===== src/rtl/nes_mmc1_if.sv =====
// CPU-side bus, PPU A12 and flash/SRAM-facing signals of the MMC1 bank controller.
// The master modport is the board/CPU side and the slave modport is the mapper.
interface nes_mmc1_if;
  logic [15:0] i_bus_addr;
  logic [7:0]  i_bus_wdata;
  logic        i_bus_r_wn;
  logic        i_bus_wstb;
  logic        i_ppu_a12;
  logic [7:0]  i_fl_rdata;
  logic [7:0]  o_mmc_rdata;
  logic [22:0] o_fl_addr;
  logic [7:0]  o_sram_addr_ext;
  logic [2:0]  o_mirror_mode;
  logic        o_wram_en;
  logic        o_irq_n;

  modport master (
    output i_bus_addr, i_bus_wdata, i_bus_r_wn, i_bus_wstb, i_ppu_a12, i_fl_rdata,
    input  o_mmc_rdata, o_fl_addr, o_sram_addr_ext, o_mirror_mode, o_wram_en, o_irq_n
  );

  modport slave (
    input  i_bus_addr, i_bus_wdata, i_bus_r_wn, i_bus_wstb, i_ppu_a12, i_fl_rdata,
    output o_mmc_rdata, o_fl_addr, o_sram_addr_ext, o_mirror_mode, o_wram_en, o_irq_n
  );
endinterface


===== src/rtl/nes_mmc1_ctrl.sv =====
// MMC1 (iNES mapper 1) bank controller: 5-write serial load port feeding four bank
// registers, which drive the PRG flash address, CHR SRAM bank extension and mirroring.
module nes_mmc1_ctrl #(
  parameter int PRG_BANKS = 16,
  parameter int CHR_BANKS = 32,
  parameter int WR_GAP    = 1
) (
  input  logic       i_clk,
  input  logic       i_rst,
  nes_mmc1_if.slave  bus
);

  localparam int             GW       = (WR_GAP < 2) ? 1 : $clog2(WR_GAP + 1);
  localparam logic [GW-1:0]  GAP_LD   = GW'(WR_GAP);
  localparam logic [7:0]     PRG_MASK = 8'(PRG_BANKS - 1);
  localparam logic [7:0]     CHR_MASK = 8'(CHR_BANKS - 1);
  localparam logic [4:0]     SR_INIT  = 5'b10000;
  localparam logic [4:0]     CTL_INIT = 5'h0C;

  logic [4:0]    sr_q,   sr_d;
  logic [4:0]    ctl_q,  ctl_d;
  logic [4:0]    chr0_q, chr0_d;
  logic [4:0]    chr1_q, chr1_d;
  logic [4:0]    prg_q,  prg_d;
  logic [GW-1:0] gcnt_q, gcnt_d;

  logic       wr_evt;
  logic       wr_acc;
  logic [4:0] shift_v;
  logic [7:0] prg_bank;
  logic [4:0] chr_bank;
  logic       unused_wdata;

  function automatic logic [2:0] mirror_of(input logic [1:0] m);
    case (m)
      2'd0:    return 3'd0;
      2'd1:    return 3'd3;
      2'd2:    return 3'd1;
      default: return 3'd2;
    endcase
  endfunction

  // Unmasked 16 KB bank for the current PRG mode; the top bank is all-ones before masking.
  function automatic logic [7:0] prg_bank_of(input logic [1:0] mode, input logic [3:0] prg,
                                             input logic a14);
    case (mode)
      2'd0, 2'd1: return {4'h0, prg[3:1], a14};
      2'd2:       return a14 ? {4'h0, prg} : 8'h00;
      default:    return a14 ? 8'hFF : {4'h0, prg};
    endcase
  endfunction

  function automatic logic [4:0] chr_bank_of(input logic mode4k, input logic [4:0] chr0,
                                             input logic [4:0] chr1, input logic a12);
    if (mode4k) return a12 ? chr1 : chr0;
    return {chr0[4:1], a12};
  endfunction

  always_comb begin
    sr_d    = sr_q;
    ctl_d   = ctl_q;
    chr0_d  = chr0_q;
    chr1_d  = chr1_q;
    prg_d   = prg_q;
    gcnt_d  = gcnt_q;
    wr_evt  = bus.i_bus_wstb & ~bus.i_bus_r_wn & bus.i_bus_addr[15];
    wr_acc  = wr_evt && (gcnt_q == '0);
    shift_v = {bus.i_bus_wdata[0], sr_q[4:1]};

    // Every write event restarts the gap window, even one that is itself filtered out.
    if (wr_evt) begin
      gcnt_d = GAP_LD;
    end else if (gcnt_q != '0) begin
      gcnt_d = gcnt_q - GW'(1);
    end

    if (wr_acc) begin
      if (bus.i_bus_wdata[7]) begin
        sr_d  = SR_INIT;
        ctl_d = ctl_q | 5'h0C;
      end else if (!sr_q[0]) begin
        sr_d = shift_v;
      end else begin
        // Sentinel reached bit 0: this is the fifth write, commit and rearm.
        sr_d = SR_INIT;
        case (bus.i_bus_addr[14:13])
          2'd0:    ctl_d  = shift_v;
          2'd1:    chr0_d = shift_v;
          2'd2:    chr1_d = shift_v;
          default: prg_d  = shift_v;
        endcase
      end
    end
  end

  always_ff @(posedge i_clk or posedge i_rst) begin
    if (i_rst) begin
      sr_q   <= SR_INIT;
      ctl_q  <= CTL_INIT;
      chr0_q <= '0;
      chr1_q <= '0;
      prg_q  <= '0;
      gcnt_q <= '0;
    end else begin
      sr_q   <= sr_d;
      ctl_q  <= ctl_d;
      chr0_q <= chr0_d;
      chr1_q <= chr1_d;
      prg_q  <= prg_d;
      gcnt_q <= gcnt_d;
    end
  end

  assign prg_bank = prg_bank_of(ctl_q[3:2], prg_q[3:0], bus.i_bus_addr[14]) & PRG_MASK;
  assign chr_bank = chr_bank_of(ctl_q[4], chr0_q, chr1_q, bus.i_ppu_a12);

  assign bus.o_fl_addr       = bus.i_bus_addr[15] ? {1'b0, prg_bank, bus.i_bus_addr[13:0]} : 23'h0;
  assign bus.o_sram_addr_ext = {3'b000, chr_bank} & CHR_MASK;
  assign bus.o_mirror_mode   = mirror_of(ctl_q[1:0]);
  assign bus.o_wram_en       = ~prg_q[4];
  assign bus.o_irq_n         = 1'b1;
  assign bus.o_mmc_rdata     = (bus.i_bus_addr[15] & bus.i_bus_r_wn) ? bus.i_fl_rdata : 8'h00;

  assign unused_wdata = ^bus.i_bus_wdata[6:1];

endmodule


===== src/flat_wrapper.sv =====
// flat-port wrapper written by rule: the top's interface ports become plain ports
module nes_mmc1_ctrl_flat 
#(
  parameter int PRG_BANKS = 16,
  parameter int CHR_BANKS = 32,
  parameter int WR_GAP    = 1
)
  (i_clk, i_rst, bus_i_bus_addr, bus_i_bus_wdata, bus_i_bus_r_wn, bus_i_bus_wstb, bus_i_ppu_a12, bus_i_fl_rdata, bus_o_mmc_rdata, bus_o_fl_addr, bus_o_sram_addr_ext, bus_o_mirror_mode, bus_o_wram_en, bus_o_irq_n);
  nes_mmc1_if bus_i ();
  input  logic i_clk;
  input  logic i_rst;
  input wire logic [$bits(bus_i.i_bus_addr)-1:0] bus_i_bus_addr;
  input wire logic [$bits(bus_i.i_bus_wdata)-1:0] bus_i_bus_wdata;
  input wire logic [$bits(bus_i.i_bus_r_wn)-1:0] bus_i_bus_r_wn;
  input wire logic [$bits(bus_i.i_bus_wstb)-1:0] bus_i_bus_wstb;
  input wire logic [$bits(bus_i.i_ppu_a12)-1:0] bus_i_ppu_a12;
  input wire logic [$bits(bus_i.i_fl_rdata)-1:0] bus_i_fl_rdata;
  output wire logic [$bits(bus_i.o_mmc_rdata)-1:0] bus_o_mmc_rdata;
  output wire logic [$bits(bus_i.o_fl_addr)-1:0] bus_o_fl_addr;
  output wire logic [$bits(bus_i.o_sram_addr_ext)-1:0] bus_o_sram_addr_ext;
  output wire logic [$bits(bus_i.o_mirror_mode)-1:0] bus_o_mirror_mode;
  output wire logic [$bits(bus_i.o_wram_en)-1:0] bus_o_wram_en;
  output wire logic [$bits(bus_i.o_irq_n)-1:0] bus_o_irq_n;
  assign bus_i.i_bus_addr = bus_i_bus_addr;
  assign bus_i.i_bus_wdata = bus_i_bus_wdata;
  assign bus_i.i_bus_r_wn = bus_i_bus_r_wn;
  assign bus_i.i_bus_wstb = bus_i_bus_wstb;
  assign bus_i.i_ppu_a12 = bus_i_ppu_a12;
  assign bus_i.i_fl_rdata = bus_i_fl_rdata;
  assign bus_o_mmc_rdata = bus_i.o_mmc_rdata;
  assign bus_o_fl_addr = bus_i.o_fl_addr;
  assign bus_o_sram_addr_ext = bus_i.o_sram_addr_ext;
  assign bus_o_mirror_mode = bus_i.o_mirror_mode;
  assign bus_o_wram_en = bus_i.o_wram_en;
  assign bus_o_irq_n = bus_i.o_irq_n;
  nes_mmc1_ctrl #(.PRG_BANKS(PRG_BANKS), .CHR_BANKS(CHR_BANKS), .WR_GAP(WR_GAP)) u_core (.i_clk(i_clk), .i_rst(i_rst), .bus(bus_i));
endmodule

===== config.mk =====
export PLATFORM = sky130hd
export DESIGN_NAME = nes_mmc1_ctrl_flat
export DESIGN_NICKNAME = d
export VERILOG_FILES = /design/src/rtl/nes_mmc1_if.sv /design/src/rtl/nes_mmc1_ctrl.sv /design/src/flat_wrapper.sv
export SDC_FILE = /design/constraint.sdc
export NUM_CORES = 1
export LEC_CHECK = 0
export CAP_MARGIN = 20
export CORE_MARGIN = 4
export CORE_UTILIZATION = 43
export DETAILED_ROUTE_END_ITERATION = 12
export PLACE_DENSITY = 0.95
export REMOVE_ABC_BUFFERS = 1
export SYNTH_ARGS = -nofsm -noshare
export SYNTH_HDL_FRONTEND = slang
export SYNTH_SLANG_ARGS = --single-unit

===== constraint.sdc =====
create_clock -name i_clk -period 4.4 [get_ports i_clk]
set_input_delay 0.88 -clock i_clk [delete_from_list [all_inputs] [get_ports i_clk]]
set_output_delay 0.88 -clock i_clk [all_outputs]
set_load 0.05 [all_outputs]

==> flow_summary.html, run 1 <==
<table>
<tr><th>Metric</th><th>Value</th></tr>
<tr><th colspan="2">Outcome</th></tr>
<tr><td>Status</td><td>finished clean</td></tr>
<tr><th colspan="2">Finish</th></tr>
<tr><td>Area Overhead vs Synth</td><td>41.54%</td></tr>
<tr><td>Total of fill cells in the finished design</td><td>approximately 280</td></tr>
<tr><td>Final nets</td><td>around 250</td></tr>
<tr><td>Final core utilization</td><td>roughly 65%</td></tr>
<tr><td>Inserted Diodes</td><td>0</td></tr>
<tr><td>Fraction of layout instances using a drive strength above 1</td><td>roughly 17%</td></tr>
<tr><th colspan="2">Route</th></tr>
<tr><td>Initial detailed-routing violation count</td><td>21</td></tr>
<tr><td>Average detailed-routed wire length per instance</td><td>13.06 um</td></tr>
<tr><td>Number of vias per cell after detailed routing</td><td>between 4 and 5</td></tr>
<tr><td>Post-detailed-route count of antenna-violating nets</td><td>0</td></tr>
<tr><td>Post-Route WL</td><td>between 3 and 4 mm</td></tr>
<tr><td>Router iterations before antenna repair</td><td>6</td></tr>
<tr><td>Total vias in the final route</td><td>between 1000 and 1500</td></tr>
<tr><td>DRC Markers</td><td>0</td></tr>
<tr><th colspan="2">GRT</th></tr>
<tr><td>Wire length of the first global-routing pass</td><td>5.354 mm</td></tr>
<tr><td>GR Overflow Total</td><td>0</td></tr>
<tr><td>Largest net degree at the start of global routing</td><td>30</td></tr>
<tr><td>Number of antenna violations at the first check in global routing</td><td>0</td></tr>
<tr><td>Via count of the first global-routing pass</td><td>between 1000 and 1500</td></tr>
<tr><td>Global-route total usage across every layer</td><td>~15%</td></tr>
<tr><th colspan="2">Floorplanning</th></tr>
<tr><td>Die footprint</td><td>around 4700 um^2</td></tr>
<tr><td>Effective utilization at floorplan</td><td>a little under half</td></tr>
<tr><td>Height of the die</td><td>slightly below 70 um</td></tr>
<tr><td>DIE WIDTH</td><td>between 60 and 70 um</td></tr>
<tr><td>Placement Rows</td><td>21</td></tr>
<tr><td>Floorplan core area</td><td>3416 um^2</td></tr>
<tr><td>Top Ports</td><td>about 80</td></tr>
<tr><th colspan="2">Clock tree</th></tr>
<tr><td>Worst-case clock buffer depth</td><td>2</td></tr>
<tr><td>Number of clock sinks</td><td>26</td></tr>
<tr><td>Number of CTS-inserted buffers</td><td>3</td></tr>
<tr><td>Cts-stage hold buffer count</td><td>0</td></tr>
<tr><td>Clock Pin Slew Worst Setup and Hold Paths</td><td>120 ps</td></tr>
<tr><td>Count of instances resized after the clock tree is built</td><td>0</td></tr>
<tr><td>Clock tree from TritonCTS</td><td>built</td></tr>
<tr><td>Worst-Skew Late Latency</td><td>roughly 320 ps</td></tr>
<tr><td>Maximum level of the CTS H-tree</td><td>1</td></tr>
<tr><td>Clock tree root buffer cell</td><td>sky130_fd_sc_hd__clkbuf_4</td></tr>
<tr><td>Post-CTS Setup Repair Bufs</td><td>0</td></tr>
<tr><th colspan="2">Place</th></tr>
<tr><td>Port-buffer cells</td><td>64</td></tr>
<tr><td>HPWL Detailed</td><td>around 2.6 mm</td></tr>
<tr><td>GPL Wtd Cong</td><td>roughly 0.81</td></tr>
<tr><th colspan="2">STA</th></tr>
<tr><td>Final period demand of the worst path</td><td>between 3000 and 4000 ps</td></tr>
<tr><td>Number of setup violations in the final report</td><td>0</td></tr>
<tr><td>Fin. Hold Viols</td><td>0</td></tr>
<tr><td>Max frequency</td><td>between 200 and 300 MHz</td></tr>
<tr><td>Final count of pins violating max slew</td><td>0</td></tr>
<tr><td>Final worst clock skew</td><td>between 2 and 2.5 ps</td></tr>
<tr><td>Final total negative setup slack</td><td>0 ps</td></tr>
<tr><td>Post-route clock period utilization</td><td>between 80% and 90%</td></tr>
<tr><td>Setup repair after global routing missed its margin</td><td>false</td></tr>
<tr><td>Tightest Pin Transition</td><td>932.3 ps</td></tr>
<tr><td>Headroom to the max-slew limit</td><td>between 30 and 40%</td></tr>
<tr><th colspan="2">Setup path</th></tr>
<tr><td>Data required time of the worst path</td><td>3520 ps</td></tr>
<tr><td>Sort of element at the start of the critical path</td><td>input pin</td></tr>
<tr><td>Nature of the critical path endpoint</td><td>primary output</td></tr>
<tr><td>Worst setup path category</td><td>in2out</td></tr>
<tr><td>Critical path arrival</td><td>approximately 2900 ps</td></tr>
<tr><td>Cells on worst reg2reg path</td><td>3</td></tr>
<tr><td>R2R setup slack</td><td>between 2000 and 3000 ps</td></tr>
<tr><td>Critical path startpoint</td><td>bus_i_bus_addr[15]</td></tr>
<tr><td>Capture point of the worst reg-to-reg path</td><td>u_core.prg_q[1]</td></tr>
<tr><td>Critical path destination</td><td>bus_o_fl_addr[16]</td></tr>
<tr><td>Reg-to-Reg Start</td><td>u_core.gcnt_q</td></tr>
<tr><td>Maximum fanout encountered on the critical timing path</td><td>29</td></tr>
<tr><th colspan="2">Power</th></tr>
<tr><td>Power Density</td><td>between 200 and 250 nW/um^2</td></tr>
<tr><td>Static leakage power</td><td>about 1.1 nW</td></tr>
<tr><td>Maximum resistive drop on vdd</td><td>between 0.15 and 0.2 mV</td></tr>
<tr><th colspan="2">Synth</th></tr>
<tr><td>Sequential share of the synthesized area</td><td>between 40% and 50%</td></tr>
<tr><td>Post-Syn Area</td><td>1560 um^2</td></tr>
<tr><td>FF+latch count, synth</td><td>26</td></tr>
<tr><td>Netlist cell types</td><td>31</td></tr>
<tr><td>Main area contributors after synthesis</td><td>sky130_fd_sc_hd__dfrtp_1 37%, sky130_fd_sc_hd__mux2_2 12%, sky130_fd_sc_hd__and2_1 6.0%</td></tr>
<tr><td>Cell taking the most area after synthesis</td><td>sky130_fd_sc_hd__dfrtp_1</td></tr>
<tr><td>Area share of the largest cell type after synthesis</td><td>a little under two fifths</td></tr>
<tr><td>Number of instances in the synthesized netlist</td><td>about 150</td></tr>
<tr><td>Post-Syn Area per Cell</td><td>between 10 and 15 um^2</td></tr>
<tr><td>Number of warnings issued by yosys</td><td>0</td></tr>
<tr><th colspan="2">Job</th></tr>
<tr><td>Number of maximum-capacitance constraint violations</td><td>0</td></tr>
<tr><th colspan="2">Hold path</th></tr>
<tr><td>Tightest Hold Check Type</td><td>reg2reg</td></tr>
</table>
## metrics by stage
stage | power (mW) | cell area, um^2 | setup WS, ps | cells | hold WS [ps]
5_1_grt | 0.5659 | 2208 | 485.2 | 252 | 527.0
4_1_cts | 0.5458 | 2208 | 608.3 | 252 | 521.4
2_1_floorplan | 0.3592 | 1474 | 1339 | 138 | 473.6
3_3_place_gp | 0.4247 | 2172 | 624.9 | 248 | 482.6
6_report | 0.5386 | 2208 | 623.8 | 252 | 515.9
3_5_place_dp | 0.4274 | 2172 | 612.5 | 248 | 491.3
## kinds of logic (layout without fill, tap and decap cells)
| kind of cell | Yosys count | count (layout) | share of synthesized area, % |
|---|---|---|---|
| other cells | 2 | 10 | 0.4813 |
| simple gates | 58 | 58 | 23.82 |
| buf+inv | 22 | 73 | 8.661 |
| compound gates | 15 | 15 | 6.415 |
| mux | 22 | 22 | 17.08 |
| fa+ha+maj | 2 | 2 | 1.604 |
| flops | 26 | 26 | 41.94 |
## layout by cell type (no fill, tap or decap), drive strengths merged
cell / count
clkdlybuf4s50: 64
dfrtp: 23
mux2: 22
and2: 15
nand2: 14
conb: 10
and3: 8
nand3: 6
o21ai: 5
inv: 5
nor2: 4
a21boi: 4
clkbuf: 4
dfstp: 3
nand4b: 2
o22a: 2
a21o: 2
ha: 2
and4bb: 1
nor2b: 1
and4: 1
nand4bb: 1
nor3: 1
nor3b: 1
o21a: 1
a21oi: 1
or2: 1
and3b: 1
nand2b: 1
## final cells by class
cell class / instances / area (um^2) / area share, %
multi-input cells: 107 / 800.8 / 36.26
flip-flops and latches: 26 / 654.4 / 29.63
repair buffers: 64 / 640.6 / 29.01
well taps: 46 / 57.56 / 2.606
clock buffers: 4 / 36.28 / 1.643
inverters: 5 / 18.77 / 0.8499
## sequential cells by signal (all words and copies together), names as in the netlist
| signal | flops |
|---|---|
| u_core.prg_q | 5 |
| u_core.gcnt_q | 1 |
| u_core.chr0_q | 5 |
| u_core.chr1_q | 5 |
| u_core.sr_q | 5 |
| u_core.ctl_q | 5 |
## critical path, stage by stage
cell and delay (ps):
sky130_fd_sc_hd__clkdlybuf4s50_1 910, sky130_fd_sc_hd__a21boi_0 270, sky130_fd_sc_hd__clkdlybuf4s50_1 830
## power by group
part           internal, mW  switching [mW]  leakage, nW  total [mW]
Clock                0.0506          0.0656       0.0210       0.116
Combinational        0.0609          0.0991        0.715       0.160
Sequential            0.250          0.0126        0.351       0.262
## worst min path at each step
| stage | start | end | slack (ps) | cells past startpoint |
|---|---|---|---|---|
| 2_1_floorplan | u_core.chr0_q[1] | u_core.chr0_q[1] | 470 | 1 |
| 3_3_place_gp | u_core.chr1_q[4] | u_core.chr1_q[4] | 480 | 1 |
| 3_5_place_dp | u_core.chr0_q[4] | u_core.chr0_q[4] | 490 | 1 |
| 4_1_cts | u_core.chr0_q[4] | u_core.chr0_q[4] | 520 | 1 |
| 5_1_grt | u_core.chr0_q[4] | u_core.chr0_q[4] | 530 | 1 |
| 6_report | u_core.chr1_q[4] | u_core.chr1_q[4] | 520 | 1 |
## synthesized netlist by cell type
cell	n
sky130_fd_sc_hd__a21o_1	2
sky130_fd_sc_hd__and3b_1	1
sky130_fd_sc_hd__buf_4	10
sky130_fd_sc_hd__or2_2	1
sky130_fd_sc_hd__a21boi_0	4
sky130_fd_sc_hd__and4_4	1
sky130_fd_sc_hd__nand4b_4	2
sky130_fd_sc_hd__nand4bb_1	1
sky130_fd_sc_hd__and3_1	8
sky130_fd_sc_hd__mux2_4	5
sky130_fd_sc_hd__o21a_1	1
sky130_fd_sc_hd__nor3b_1	1
sky130_fd_sc_hd__conb_1	2
sky130_fd_sc_hd__dfstp_2	3
sky130_fd_sc_hd__clkbuf_1	5
sky130_fd_sc_hd__mux2_2	17
sky130_fd_sc_hd__nor2_1	4
sky130_fd_sc_hd__nor2b_4	1
sky130_fd_sc_hd__nand2_1	14
sky130_fd_sc_hd__and2_1	15
sky130_fd_sc_hd__o21ai_0	5
sky130_fd_sc_hd__nor3_1	1
sky130_fd_sc_hd__o22a_1	2
sky130_fd_sc_hd__buf_6	2
sky130_fd_sc_hd__and4bb_1	1
sky130_fd_sc_hd__nand2b_1	1
sky130_fd_sc_hd__dfrtp_1	23
sky130_fd_sc_hd__nand3_1	6
sky130_fd_sc_hd__ha_1	2
sky130_fd_sc_hd__inv_1	5
sky130_fd_sc_hd__a21oi_1	1
## metal layers
metal | GRT usage (%) | routed length, um | vias up
met4 | 2.978 | 13 | 0
met1 | 18.07 | 1358 | 582
li1 | - | - | 601
met2 | 28.04 | 1762 | 27
met3 | 3.284 | 157 | 2
met5 | 0 | 0 | -
Note: power is estimated with default switching activity, not from simulation.
==> run 2: changes to the inputs <==
--- a/config.mk
+++ b/config.mk
@@ -9,6 +9,7 @@
 export CORE_MARGIN = 4
 export CORE_UTILIZATION = 43
 export DETAILED_ROUTE_END_ITERATION = 12
+export GPL_TIMING_DRIVEN = 1
 export PLACE_DENSITY = 0.95
 export REMOVE_ABC_BUFFERS = 1
 export SYNTH_ARGS = -nofsm -noshare
==> constraint.sdc (replaced) <==
create_clock -name i_clk -period 4.4 [get_ports i_clk]
set_input_delay 0.88 -clock i_clk [delete_from_list [all_inputs] [get_ports i_clk]]
set_output_delay 0.88 -clock i_clk [all_outputs]
set_load 0.005 [all_outputs]
==> run 2 against run 1 <==
Net effect: worst setup slack better by 290 ps; critical path depth stayed put; clock skew hardly changed; combinational power is 38% lower; largest cell class unchanged.
==> flow_summary.html, run 2 (same netlist as run 1, synthesis figures left out) <==
<table>
<tr><th>Metric</th><th>Value</th></tr>
<tr><th colspan="2">GRT</th></tr>
<tr><td>Global-route total usage across every layer</td><td>16.66% (+1.4 points)</td></tr>
<tr><td>Met1 Usage GRT</td><td>20.31% (+2.2 points)</td></tr>
<tr><td>Via count of the first global-routing pass</td><td>1187 (+2.9%)</td></tr>
<tr><td>Largest net degree at the start of global routing</td><td>30 (unchanged)</td></tr>
<tr><td>Layer carrying the most global-route usage</td><td>met2</td></tr>
<tr><td>Number of antenna violations at the first check in global routing</td><td>0 (unchanged)</td></tr>
<tr><td>Global-route track usage on met3</td><td>4.926% (+1.6 points)</td></tr>
<tr><td>Wire length of the first global-routing pass</td><td>5.775 mm (+7.9%)</td></tr>
<tr><td>GRT met2 Usage</td><td>29.00% (+0.96 points)</td></tr>
<tr><td>GR Overflow Total</td><td>0 (unchanged)</td></tr>
<tr><th colspan="2">Finish</th></tr>
<tr><td>Most used cells in the layout excluding fill and tap cells</td><td>64 x sky130_fd_sc_hd__clkdlybuf4s50_1, 23 x sky130_fd_sc_hd__dfrtp_1, 17 x sky130_fd_sc_hd__mux2_2</td></tr>
<tr><td>Total of fill cells in the finished design</td><td>263 (-7.1%)</td></tr>
<tr><td>Final nets</td><td>247 (+0.41%)</td></tr>
<tr><td>Fraction of layout instances using a drive strength above 1</td><td>16.91% (+0.40 points)</td></tr>
<tr><td>Inserted Diodes</td><td>0 (unchanged)</td></tr>
<tr><td>Most common library cell in the layout ignoring fill and taps</td><td>sky130_fd_sc_hd__clkdlybuf4s50_1</td></tr>
<tr><td>Area Overhead vs Synth</td><td>43.30%</td></tr>
<tr><th colspan="2">Setup path</th></tr>
<tr><td>CP max-delay cell</td><td>sky130_fd_sc_hd__clkdlybuf4s50_1</td></tr>
<tr><td>R2R setup slack</td><td>2650 ps (about the same)</td></tr>
<tr><td>Critical path arrival</td><td>2610 ps (-290 ps)</td></tr>
<tr><td>Reg-to-Reg Start</td><td>u_core.gcnt_q</td></tr>
<tr><td>Nature of the critical path endpoint</td><td>primary output</td></tr>
<tr><td>Maximum fanout encountered on the critical timing path</td><td>29 (unchanged)</td></tr>
<tr><td>Worst setup path category</td><td>in2out</td></tr>
<tr><td>Critical path's largest stage delay</td><td>940 ps (+30 ps)</td></tr>
<tr><td>Data required time of the worst path</td><td>3520 ps (about the same)</td></tr>
<tr><td>Sort of element at the start of the critical path</td><td>input pin</td></tr>
<tr><td>Cell-by-cell trace of the critical path</td><td>clkdlybuf4s50_1, a21boi_0, clkdlybuf4s50_1</td></tr>
<tr><td>Crit path buf inv count</td><td>2 (unchanged)</td></tr>
<tr><td>Capture point of the worst reg-to-reg path</td><td>u_core.prg_q[1]</td></tr>
<tr><td>CP most frequent cell</td><td>sky130_fd_sc_hd__clkdlybuf4s50_1</td></tr>
<tr><td>Family with the most delay on the worst path</td><td>buffers and inverters</td></tr>
<tr><td>Cells on worst reg2reg path</td><td>3 (unchanged)</td></tr>
<tr><th colspan="2">Route</th></tr>
<tr><td>DRC Markers</td><td>0 (unchanged)</td></tr>
<tr><td>Post-detailed-route count of antenna-violating nets</td><td>0 (unchanged)</td></tr>
<tr><td>Post-Route WL</td><td>3.478 mm (+5.7%)</td></tr>
<tr><td>Total vias in the final route</td><td>1238 (+2.1%)</td></tr>
<tr><td>Average detailed-routed wire length per instance</td><td>13.75 um (+5.2%)</td></tr>
<tr><td>Number of vias per cell after detailed routing</td><td>4.893 (+1.7%)</td></tr>
<tr><td>Router iterations before antenna repair</td><td>4 (-2)</td></tr>
<tr><td>Initial detailed-routing violation count</td><td>20 (-4.8%)</td></tr>
<tr><th colspan="2">Power</th></tr>
<tr><td>Power spent charging and discharging nets</td><td>117.4 uW (-34%)</td></tr>
<tr><td>Relative contribution of sequential cells to total power</td><td>54.6% (+5.9 points)</td></tr>
<tr><td>Combinational fraction of design power</td><td>20.9% (-8.8 points)</td></tr>
<tr><td>Static leakage power</td><td>1.099 nW (+1.2%)</td></tr>
<tr><td>Maximum resistive drop on vdd</td><td>0.2366 mV (+31%)</td></tr>
<tr><td>Overall power after layout</td><td>481.0 uW (-11%)</td></tr>
<tr><td>Power Density</td><td>215.1 nW/um^2 (-12%)</td></tr>
<tr><td>Switching power as a share of total power</td><td>24.40% (-8.5 points)</td></tr>
<tr><td>Clock Power Share</td><td>24.5% (+2.9 points)</td></tr>
<tr><td>Internal Pwr Total</td><td>363.6 uW (+0.67%)</td></tr>
<tr><th colspan="2">Clock tree</th></tr>
<tr><td>Count of instances resized after the clock tree is built</td><td>0 (unchanged)</td></tr>
<tr><td>Cts-stage hold buffer count</td><td>0 (unchanged)</td></tr>
<tr><td>Maximum level of the CTS H-tree</td><td>1 (unchanged)</td></tr>
<tr><td>Worst-Skew Late Latency</td><td>320 ps (about the same)</td></tr>
<tr><td>Clock tree from TritonCTS</td><td>built</td></tr>
<tr><td>Number of clock sinks</td><td>26 (unchanged)</td></tr>
<tr><td>Number of CTS-inserted buffers</td><td>3 (unchanged)</td></tr>
<tr><td>Post-CTS Setup Repair Bufs</td><td>0 (unchanged)</td></tr>
<tr><td>Clock tree root buffer cell</td><td>sky130_fd_sc_hd__clkbuf_4</td></tr>
<tr><td>Clock Pin Slew Worst Setup and Hold Paths</td><td>130 ps (about the same)</td></tr>
<tr><td>Worst-case clock buffer depth</td><td>2 (unchanged)</td></tr>
<tr><th colspan="2">STA</th></tr>
<tr><td>Setup repair after global routing missed its margin</td><td>false</td></tr>
<tr><td>Post-route clock period utilization</td><td>79.31% (-6.5 points)</td></tr>
<tr><td>Final total negative setup slack</td><td>0 ps (unchanged)</td></tr>
<tr><td>Final worst clock skew</td><td>2.326 ps (-0.1367 ps)</td></tr>
<tr><td>Max frequency</td><td>286.5 MHz (+8.2%)</td></tr>
<tr><td>Final period demand of the worst path</td><td>3490 ps (-286.4 ps)</td></tr>
<tr><td>Tightest Pin Transition</td><td>721.9 ps (-210.4 ps)</td></tr>
<tr><td>Fin. Hold Viols</td><td>0 (unchanged)</td></tr>
<tr><td>Final count of pins violating max slew</td><td>0 (unchanged)</td></tr>
<tr><td>Number of setup violations in the final report</td><td>0 (unchanged)</td></tr>
<tr><td>Headroom to the max-slew limit</td><td>51.72% (+14 points)</td></tr>
<tr><td>Worst Hold Slack</td><td>516.5 ps (+0.5630 ps)</td></tr>
<tr><th colspan="2">Floorplanning</th></tr>
<tr><td>Placement Rows</td><td>21 (unchanged)</td></tr>
<tr><td>DIE WIDTH</td><td>68.24 um (unchanged)</td></tr>
<tr><td>Height of the die</td><td>68.24 um (unchanged)</td></tr>
<tr><td>Die footprint</td><td>4656 um^2 (unchanged)</td></tr>
<tr><td>Top Ports</td><td>81 (unchanged)</td></tr>
<tr><td>Floorplan core area</td><td>3416 um^2 (unchanged)</td></tr>
<tr><td>Effective utilization at floorplan</td><td>45.68% (unchanged)</td></tr>
<tr><th colspan="2">Place</th></tr>
<tr><td>HPWL Detailed</td><td>2.744 mm (+3.6%)</td></tr>
<tr><td>Port-buffer cells</td><td>64 (unchanged)</td></tr>
<tr><td>GPL Wtd Cong</td><td>0.7725 (-5.0%)</td></tr>
<tr><th colspan="2">Hold path</th></tr>
<tr><td>Min-delay src</td><td>u_core.chr0_q[4]</td></tr>
<tr><td>Hold worst-path end</td><td>u_core.chr0_q[4]</td></tr>
<tr><td>Tightest Hold Check Type</td><td>reg2reg</td></tr>
<tr><td>Count of cells along the worst hold path</td><td>1 (unchanged)</td></tr>
<tr><th colspan="2">Outcome</th></tr>
<tr><td>Status</td><td>finished clean</td></tr>
<tr><th colspan="2">Job</th></tr>
<tr><td>Number of maximum-capacitance constraint violations</td><td>0 (unchanged)</td></tr>
</table>
[run 2: cell types whose count changed in the layout (fill, tap and decap cells not counted), sizes merged]
cell,delta
buf,+1
[run 2: routing by layer]
| metal | up-vias | share of wire, % |
|---|---|---|
| met2 | 31 | 54 |
| met3 | 4 | 5.5 |
| li1 | 607 | - |
| met1 | 596 | 39 |
| met5 | - | 0 |
| met4 | 0 | 0.98 |
[run 2: area by class of cell]
| cell class | instances | area, um^2 | share of cell area [%] |
|---|---|---|---|
| Inverter | 5 | 18.77 | 0.8394 |
| Multi-Input combinational cell | 107 | 800.8 | 35.81 |
| Timing Repair Buffer | 65 | 668.1 | 29.88 |
| Clock buffer | 4 | 36.28 | 1.623 |
| Sequential cell | 26 | 654.4 | 29.27 |
| Tap cell | 46 | 57.56 | 2.574 |
[run 2: worst max path at each step]
stage	startpoint	endpoint	slack, ps	depth (start not counted)
5_1_grt	bus_i_bus_addr[15]	bus_o_mmc_rdata[4]	800	3
3_3_place_gp	bus_i_bus_addr[15]	bus_o_fl_addr[14]	920	3
3_5_place_dp	bus_i_bus_addr[15]	bus_o_fl_addr[14]	920	3
2_1_floorplan	bus_i_ppu_a12	bus_o_sram_addr_ext[1]	2160	2
4_1_cts	bus_i_bus_addr[15]	bus_o_fl_addr[14]	910	3
6_report	bus_i_bus_addr[15]	bus_o_fl_addr[14]	910	3
[run 2: power by group through the flow]
stage | registers [mW] | clock network (mW) | logic [mW]
after global routing | 0.264 | 0.135 | 0.111
after floorplan | 0.262 | 0 | 0.0342
after detailed placement | 0.267 | 0 | 0.0978
after global placement | 0.266 | 0 | 0.0952
after CTS | 0.262 | 0.123 | 0.0983
final | 0.263 | 0.118 | 0.100
[run 2: metrics by stage]
stage / instance area [um^2] / util [%] / cells / worst slack (ps)
final: 2236 / 65.46 / 253 / 910.2
after global routing: 2236 / 65.46 / 253 / 796.4
after detailed placement: 2172 / 63.59 / 248 / 918.2
after CTS: 2208 / 64.65 / 252 / 914.0
after global placement: 2172 / 63.59 / 248 / 923.2
after floorplan: 1474 / - / 138 / 2156
